--- config.mk ---
export PLATFORM = sky130hd
export DESIGN_NAME = ct_lsu_dcache_tag_ctrl
export DESIGN_NICKNAME = d
export VERILOG_FILES = /design/src/rtl/ct_lsu_dcache_tag_ctrl.sv
export SDC_FILE = /design/constraint.sdc
export NUM_CORES = 1
export LEC_CHECK = 0
export BUFFER_PORTS_ARGS = -buffer_cell sky130_fd_sc_hd__buf_2
export CAP_MARGIN = 20
export CORE_MARGIN = 2
export CORE_UTILIZATION = 29
export CTS_CLUSTER_DIAMETER = 120
export DETAILED_ROUTE_END_ITERATION = 10
export PLACE_DENSITY = 0.8
export SLEW_MARGIN = 20
export SYNTH_ARGS = -nofsm -noshare
export SYNTH_HDL_FRONTEND = slang
export SYNTH_SLANG_ARGS = --single-unit
--- constraint.sdc ---
create_clock -name cpuclk -period 1.6 [get_ports cpuclk]
set_input_delay 0.16 -clock cpuclk [delete_from_list [all_inputs] [get_ports cpuclk]]
set_output_delay 0.16 -clock cpuclk [all_outputs]
set_load 0.01 [all_outputs]
--- src/rtl/ct_lsu_dcache_tag_ctrl.sv ---
// Dcache tag SRAM front end: sweeps zeros through every tag index after reset or on
// an invalidate-all request, and grants single-cycle LSU accesses the rest of the time.
module ct_lsu_dcache_tag_ctrl #(
  parameter int INDEX_W = 9,
  parameter int DEPTH   = 512
) (
  input  logic               cpuclk,
  input  logic               cpurst_b,
  input  logic               inv_req,
  output logic               inv_busy,
  output logic               inv_done,
  input  logic               acc_vld,
  input  logic               acc_wr,
  input  logic [INDEX_W-1:0] acc_idx,
  input  logic [1:0]         acc_way_wen,
  input  logic [51:0]        acc_din,
  output logic               acc_grnt,
  output logic               rd_vld,
  output logic [INDEX_W-1:0] tag_idx,
  output logic               tag_sel_b,
  output logic               tag_gwen_b,
  output logic [1:0]         tag_wen_b,
  output logic [51:0]        tag_din,
  output logic               tag_gateclk_en,
  output logic [0:0]         dbg_state
);

  localparam logic [0:0] IDLE  = 1'b0;
  localparam logic [0:0] SWEEP = 1'b1;

  localparam logic [INDEX_W-1:0] LAST_IDX = INDEX_W'(DEPTH - 1);
  localparam logic [INDEX_W-1:0] IDX_ONE  = INDEX_W'(1);

  generate
    if (DEPTH < 1 || DEPTH > (1 << INDEX_W)) begin : g_bad_depth
      $error("ct_lsu_dcache_tag_ctrl: DEPTH must be in 1..2**INDEX_W");
    end
  endgenerate

  logic [0:0]         state;
  logic [0:0]         state_nxt;
  logic [INDEX_W-1:0] cnt;
  logic [INDEX_W-1:0] cnt_nxt;
  logic               init_sweep;
  logic               init_sweep_nxt;
  logic               inv_done_nxt;
  logic               rd_vld_nxt;
  logic               in_sweep;
  logic               sweep_last;
  logic               acc_wr_any;

  assign in_sweep   = (state == SWEEP);
  assign sweep_last = in_sweep && (cnt == LAST_IDX);
  assign acc_wr_any = acc_wr & (|acc_way_wen);

  // Handshakes: acc_vld is a request that is accepted in the same cycle acc_grnt is
  // high (no buffering, the requester retries otherwise); inv_req is a level held by
  // the requester until it observes the single-cycle inv_done pulse.
  assign acc_grnt  = ~in_sweep & ~inv_req & acc_vld;
  assign inv_busy  = in_sweep;
  assign dbg_state = state;

  always_comb begin
    state_nxt      = state;
    cnt_nxt        = cnt;
    init_sweep_nxt = init_sweep;
    inv_done_nxt   = 1'b0;
    case (state)
      SWEEP: begin
        if (sweep_last) begin
          state_nxt      = IDLE;
          cnt_nxt        = '0;
          init_sweep_nxt = 1'b0;
          // Only a requested sweep reports completion; the power-on sweep is silent.
          inv_done_nxt   = ~init_sweep;
        end else begin
          cnt_nxt = cnt + IDX_ONE;
        end
      end
      IDLE: begin
        if (inv_req) begin
          state_nxt      = SWEEP;
          cnt_nxt        = '0;
          init_sweep_nxt = 1'b0;
        end
      end
      default: begin
        state_nxt = SWEEP;
        cnt_nxt   = '0;
      end
    endcase
  end

  // The SRAM returns read data one cycle after the select, so rd_vld trails the grant.
  assign rd_vld_nxt = acc_grnt & ~acc_wr;

  always_ff @(posedge cpuclk or negedge cpurst_b) begin
    if (!cpurst_b) begin
      state      <= SWEEP;
      cnt        <= '0;
      init_sweep <= 1'b1;
      inv_done   <= 1'b0;
      rd_vld     <= 1'b0;
    end else begin
      state      <= state_nxt;
      cnt        <= cnt_nxt;
      init_sweep <= init_sweep_nxt;
      inv_done   <= inv_done_nxt;
      rd_vld     <= rd_vld_nxt;
    end
  end

  always_comb begin
    tag_idx        = acc_idx;
    tag_din        = acc_din;
    tag_sel_b      = 1'b1;
    tag_gwen_b     = 1'b1;
    tag_wen_b      = 2'b11;
    tag_gateclk_en = 1'b0;
    if (in_sweep) begin
      tag_idx        = cnt;
      tag_din        = '0;
      tag_sel_b      = 1'b0;
      tag_gwen_b     = 1'b0;
      tag_wen_b      = 2'b00;
      tag_gateclk_en = 1'b1;
    end else if (acc_grnt) begin
      // A write with an empty way mask keeps gwen_b high and behaves as a read.
      tag_sel_b      = 1'b0;
      tag_gwen_b     = ~acc_wr_any;
      tag_wen_b      = ~acc_way_wen;
      tag_gateclk_en = 1'b1;
    end
  end

endmodule

==> metrics.md, run 1 <==
| Metric | Value |
|---|---|
| RSZ-0062 raised after global routing | true |
| Slowest CP cell | dfstp_2 |
| Crit path largest cell delay | 0.62 ns |
| Worst-path fanout max | 7 |
| Hold path startpoint | acc_wr |
| Clk buf depth | 2 |
| Worst setup slack after layout | -0.0311 ns |
| Depth of the CTS H-tree | 1 |
| Max Clk Rate | 0.613 GHz |
| Synthesis-stage register bit count | 13 |
| FF-to-FF path depth | 7 |
| Num rows | 22 |
| Crit start category | register |
| Avg WL per Cell | 11.5 um |
| Pwr per Cell Area | 332 mW/mm^2 |
| Ports | 139 |
| Gr ovfl total | 0 |
| Mean Syn Cell Area | 8.32 um^2 |
| WP buf/inv | 2 |
| Netlist cell types | 31 |
| Area Overhead vs Synth | 98.0% |
| First-pass GRT wire length | 5420 um |
| Clk root buf | clkbuf_8 |
| Hold Crit Class | in2reg |
| Max rail drop VDD | 0.000358 V |
| Violated checks | negative setup slack |
| Total GRT Usage | 15.9% |
| RR Startpoint | cnt[0] |
| Minimum clock period after layout | 1.63 ns |
| Die Width | 66 um |
| Post-synthesis sequential area ratio | 29.4% |
| Hold Fails Final Rpt | 0 |
| WP data arrival | 1.47 ns |
| Antenna violations before repair | 0 |
| Gpl congestion | 0.913 |
| Via density | 4.45 |
| Commonest cells after routing, fill and taps aside | 130 x buf_2, 54 x nor2b_1, 19 x buf_4 |
| # DRC | 0 |
| Main area contributors after synthesis | nor2b_1 31%, dfrtp_1 25%, mux2_2 9.1% |
| Largest net degree at the start of global routing | 19 |
| Slew @ Worst Pin | 0.352 ns |
| Clk_lat worst skew | 0.25 ns |
| Share of cells above drive strength 1 | 64.4% |
| Crit path kind | reg2out |
| Most common cell after layout, fill and taps aside | buf_2 |
| Initial Util | 30.2% |
| Syn Nets | 204 |
| Die Footprint | 0.00436 mm^2 |
| Status | finished with violations |
| Final WL | 3900 um |
| Max-cap violations | 0 |
| CTS Buf Count | 3 |
| Final TNS setup | -0.114 ns |
| Synth Cell Area | 0.00111 mm^2 |
| Die H | 66 um |
| Max Slew Vio Count | 0 |
| Layout Nets | 363 |
| Crit. End Element | primary output |
| Cell count after placement | 326 |
| Remaining antenna violation count | 0 |
| Detailed placement HPWL | 3050 um |
| LEAKAGE | 0.00125 uW |
| Drt initial violations | 13 |
| Final Cycle Share | 102% |
| CP Cell Sequence | buf_8 -> mux2_2 -> buf_6 |
| Post-Synthesis Cells | 134 |
| IO buf count | 138 |
| Fill cells | 338 |
| Post-route insts no fill | 340 |
| WP data required | 1.44 ns |
| Clk slew on worst S/H paths | 0.06 ns |
| R2r setup slk | 0.02 ns |
| Clk_skew | 0.00204 ns |
| Area share of the largest cell type after synthesis | 30.9% |
| WHS Endpoint | rd_vld |
| CTS tree | built |
| Final setup violation count | 12 |
| Rel. slew slack | 76.5% |
| Core area | 0.00369 mm^2 |
| Hold path depth | 2 |
| DR pass1 iterations | 4 |
| Biggest area consumer among synthesized cells | nor2b_1 |
| Vias | 1,512 |
| Number of global-route vias before repair | 1,251 |
| Diodes inserted | 0 |
| CTS Sinks | 13 |
| Critical path's top delay family | flip-flops |
| FF-to-FF End | cnt[7] |
| Synth warnings | 0 |
area by class of cell:
type	instances	area, um^2	share of cell area (%)
repair buffers	163	983	44.6
multi-input cells	109	779	35.3
flip-flops and latches	13	328	14.9
well taps	48	60.1	2.72
clock buffers	4	45.0	2.04
inverters	3	11.3	0.510
worst max-delay path by stage:
stage                          from          to  slack [ns]  depth (start not counted)
after floorplan              cnt[1]      cnt[7]      -0.008                          7
after global placement       cnt[1]      cnt[7]        0.06                          7
after detailed placement     cnt[0]      cnt[7]        0.03                          7
after CTS                 dbg_state  tag_idx[7]       -0.03                          3
after global routing      dbg_state  tag_idx[8]       -0.08                          3
final                     dbg_state  tag_idx[8]       -0.03                          3
per-stage QoR:
| step | util [%] | setup WS, ns | instance area (um^2) | power (uW) | hold slack [ns] |
|---|---|---|---|---|---|
| after detailed placement | 53.3 | 0.0331 | 1970 | 436 | 0.0620 |
| after global placement | 53.3 | 0.0598 | 1970 | 434 | 0.0547 |
| after CTS | 58.6 | -0.0321 | 2160 | 736 | 0.0789 |
| after global routing | 59.8 | -0.0777 | 2210 | 769 | 0.0748 |
| final | 59.8 | -0.0311 | 2210 | 732 | 0.0773 |
| after floorplan | - | -0.00785 | 1130 | 356 | -0.136 |
synthesized netlist by cell type, drive strengths merged:
cell	n
nand2	6
clkbuf	5
a41oi	2
o211ai	1
o21ai	6
o31ai	1
a31oi	2
nor3	1
dfstp	2
nand2b	1
nand3	4
a22o	2
o21a	1
mux2	9
a21boi	1
inv	3
nor3b	1
buf	4
nor2b	55
dfrtp	11
and2	1
nor2	2
a21oi	3
and3	1
or2	2
ha	2
xor2	2
a31o	1
nand4	1
or4	1
where the power goes:
group          internal, uW  switching [uW]  total (uW)
clock                   176             123         299
combinational          76.4            27.0         103
sequential              329               0         329
total                   582             150         732
state kept, by name, indices dropped and copies added, names as in the netlist:
name and cells:
dbg_state 1, rd_vld 1, init_sweep 1, cnt 9, inv_done 1
logic make-up after synthesis:
family          synth area share, %
simple gates                   41.2
flops                          29.4
xor+xnor                       1.57
buf+inv                        4.71
fa+ha+maj                      2.24
compound gates                 11.8
mux                            9.09
routing by layer:
metal	track usage (%)	wire length, um	up-vias
li1	-	-	763
met1	19.3	1560	669
met2	27.3	1940	74
met3	4.26	348	6
met4	4.85	44	0
met5	0	0	-
what timing repair did:
action | 4_1_cts | 5_1_grt
buffers inserted | 5 | 3
setup endpoints to repair | 28 | 46
endpoints found under the hold margin | 11 | 0
hold buffers | 1 | 0
cloned | 1 | 0
pin swaps | 0 | 3
resized for setup | 14 | 6
No activity file was read; power rests on OpenSTA's default activity.
==> run 2: changes to the inputs <==
--- a/config.mk
+++ b/config.mk
@@ -12,6 +12,7 @@
 export CTS_CLUSTER_DIAMETER = 120
 export DETAILED_ROUTE_END_ITERATION = 10
 export PLACE_DENSITY = 0.8
+export SETUP_SLACK_MARGIN = 0.5
 export SLEW_MARGIN = 20
 export SYNTH_ARGS = -nofsm -noshare
 export SYNTH_HDL_FRONTEND = slang
==> run 2 against run 1 <==
Net effect: the flow still finishes with violations (negative setup slack); combinational power rose by 17%; critical path depth rose by 2; clock skew rose by 0.0011 ns; via count rose by 9.3%; fmax fell by 1.9%; power rose by 0.56%; utilization rose by 18 points; cell count rose by 5.3%; cell area rose by 29%; first-iteration DRC count rose to 2.8 times the previous value; sequential share of layout area fell by 3.2 points; critical path type unchanged; largest cell class unchanged; largest power group unchanged.
==> metrics.md, run 2 (synthesis gave the netlist of run 1 again) <==
| Metric | Value |
|---|---|
| Status | finished with violations |
| Violated checks | negative setup slack |
| Share of cells above drive strength 1 | 78.4% |
| Max Slew Vio Count | 0 |
| Initial Util | 30.2% |
| Crit path largest cell delay | 0.69 ns |
| Max reg flops | 9 |
| Gpl congestion | 0.818 |
| Max rail drop VDD | 0.000450 V |
| Worst setup slack after layout | -0.0627 ns |
| Die H | 66 um |
| Layout Nets | 381 |
| Pwr per Cell Area | 258 mW/mm^2 |
| WP data arrival | 1.50 ns |
| Die Width | 66 um |
| Hold path startpoint | acc_wr |
| CTS Buf Count | 3 |
| WP data required | 1.44 ns |
| Highest Signal Layer | met4 |
| CP Cell Sequence | buf_6 -> buf_12 -> buf_16 -> nor2b_1 -> buf_2 |
| Total GRT Usage | 19.4% |
| Metal3 WL | 364 um |
| Crit start category | register |
| Antenna violations before repair | 0 |
| Largest net degree at the start of global routing | 24 |
| IO buf count | 138 |
| Die Footprint | 0.00436 mm^2 |
| Vias | 1,652 |
| Hold Fails Final Rpt | 0 |
| RSZ-0062 raised after global routing | true |
| Rel. slew slack | 74.9% |
| Drt initial violations | 37 |
| Slowest CP cell | dfstp_4 |
| Clk root buf | clkbuf_8 |
| DR pass1 iterations | 4 |
| First-pass GRT wire length | 6570 um |
| Clk buf depth | 2 |
| Ports | 139 |
| Biggest register | cnt |
| Gr ovfl total | 0 |
| Diodes inserted | 0 |
| Sw power | 145 uW |
| Final setup violation count | 32 |
| Clk_skew | 0.00314 ns |
| Num rows | 22 |
| Commonest cells after routing, fill and taps aside | 119 x buf_2, 35 x nor2b_1, 32 x buf_6 |
| Depth of the CTS H-tree | 1 |
| Number of global-route vias before repair | 1,454 |
| Final WL | 5330 um |
| CTS tree | built |
| Clk_lat worst skew | 0.24 ns |
| Max-cap violations | 0 |
| RR Startpoint | cnt[0] |
| Internal power | 591 uW |
| Met2 wire length | 2920 um |
| Crit. End Element | primary output |
| Worst-path fanout max | 7 |
| Max Clk Rate | 0.601 GHz |
| Clock power frac | 38.9% |
| Met1 Routed Length | 1950 um |
| Switching part of the total power | 19.6% |
| # DRC | 0 |
| CTS Sinks | 13 |
| Fill cells | 252 |
| Core area | 0.00369 mm^2 |
| Final Cycle Share | 104% |
| LEAKAGE | 0.00154 uW |
| Beginning of the critical path | dbg_state |
| Area of the multi-input gates | 0.00103 mm^2 |
| Area Overhead vs Synth | 156% |
| Minimum clock period after layout | 1.66 ns |
| Overall Power | 736 uW |
| Register area | 334 um^2 |
| Crit path kind | reg2out |
| Logic gate share of total power | 16.4% |
| Slew @ Worst Pin | 0.376 ns |
| Hold Crit Class | in2reg |
| Most common cell after layout, fill and taps aside | buf_2 |
| Final TNS setup | -1.12 ns |
| Clk slew on worst S/H paths | 0.05 ns |
| Avg WL per Cell | 14.9 um |
| Register share of total power | 44.7% |
| Via density | 4.61 |
| Remaining antenna violation count | 0 |
| Detailed placement HPWL | 3100 um |
[run 2: final timing paths]
| check | slack [ns] | depth (start not counted) | end |
|---|---|---|---|
| setup / recovery | -0.06 | 5 | tag_din[27] |
| hold / removal | 0.08 | 2 | rd_vld |
| setup reg to reg | -0.01 | 7 | cnt[7] |
| hold reg to reg | 0.51 | 1 | inv_done |
| max in group asynchronous | 0.99 | 2 | init_sweep |
| min in group asynchronous | 0.33 | 2 | cnt[3] |
[run 2: area by class of cell]
class	instances	area share, %
clock buffer	4	1.58
inverter	3	0.394
multi-input combinational	109	36.1
sequential	13	11.7
tap	48	2.10
timing repair buffer	181	48.1
[run 2: worst max-delay path, delay by kind of cell (launching register included)]
family	cells	cell delay, ns
AND/OR/NAND/NOR	1	0.05
buffers and inverters	4	0.52
flip-flops	1	0.69
[run 2: stage by stage]
step | hold WS (ns) | cell area [um^2] | setup slack, ns | instances | utilization (%)
4_1_cts | 0.0748 | 2570 | -0.0532 | 348 | 69.7
3_3_place_gp | 0.0567 | 2130 | 0.0379 | 328 | 57.9
3_5_place_dp | 0.0581 | 2130 | -0.00172 | 328 | 57.9
2_1_floorplan | -0.136 | 1340 | 0.00605 | 134 | -
6_report | 0.0820 | 2860 | -0.0627 | 358 | 77.4
5_1_grt | 0.0778 | 2860 | -0.0986 | 358 | 77.4
[run 2: timing repair]
item | in CTS | in global routing
endpoints found under the hold margin | 11 | 0
pin swaps | 10 | 9
gates resized for setup | 43 | 35
hold buffers | 1 | 0
buffers inserted | 11 | 8
endpoints found under the setup margin | 82 | 82
cloned | 4 | 2
[run 2: power by group through the flow]
stage               clock [uW]  combinational [uW]  sequential, uW
detailed placement           0                 108             335
CTS                        295                 111             329
global placement             0                 107             335
global route               308                 130             329
floorplan                    0                26.7             335
finish                     286                 120             329
[run 2: layer usage]
layer / track usage, % / vias to the layer above
li1: - / 801
met1: 21.6 / 757
met2: 38.5 / 84
met3: 3.07 / 10
met4: 3.32 / 0
met5: 0 / -
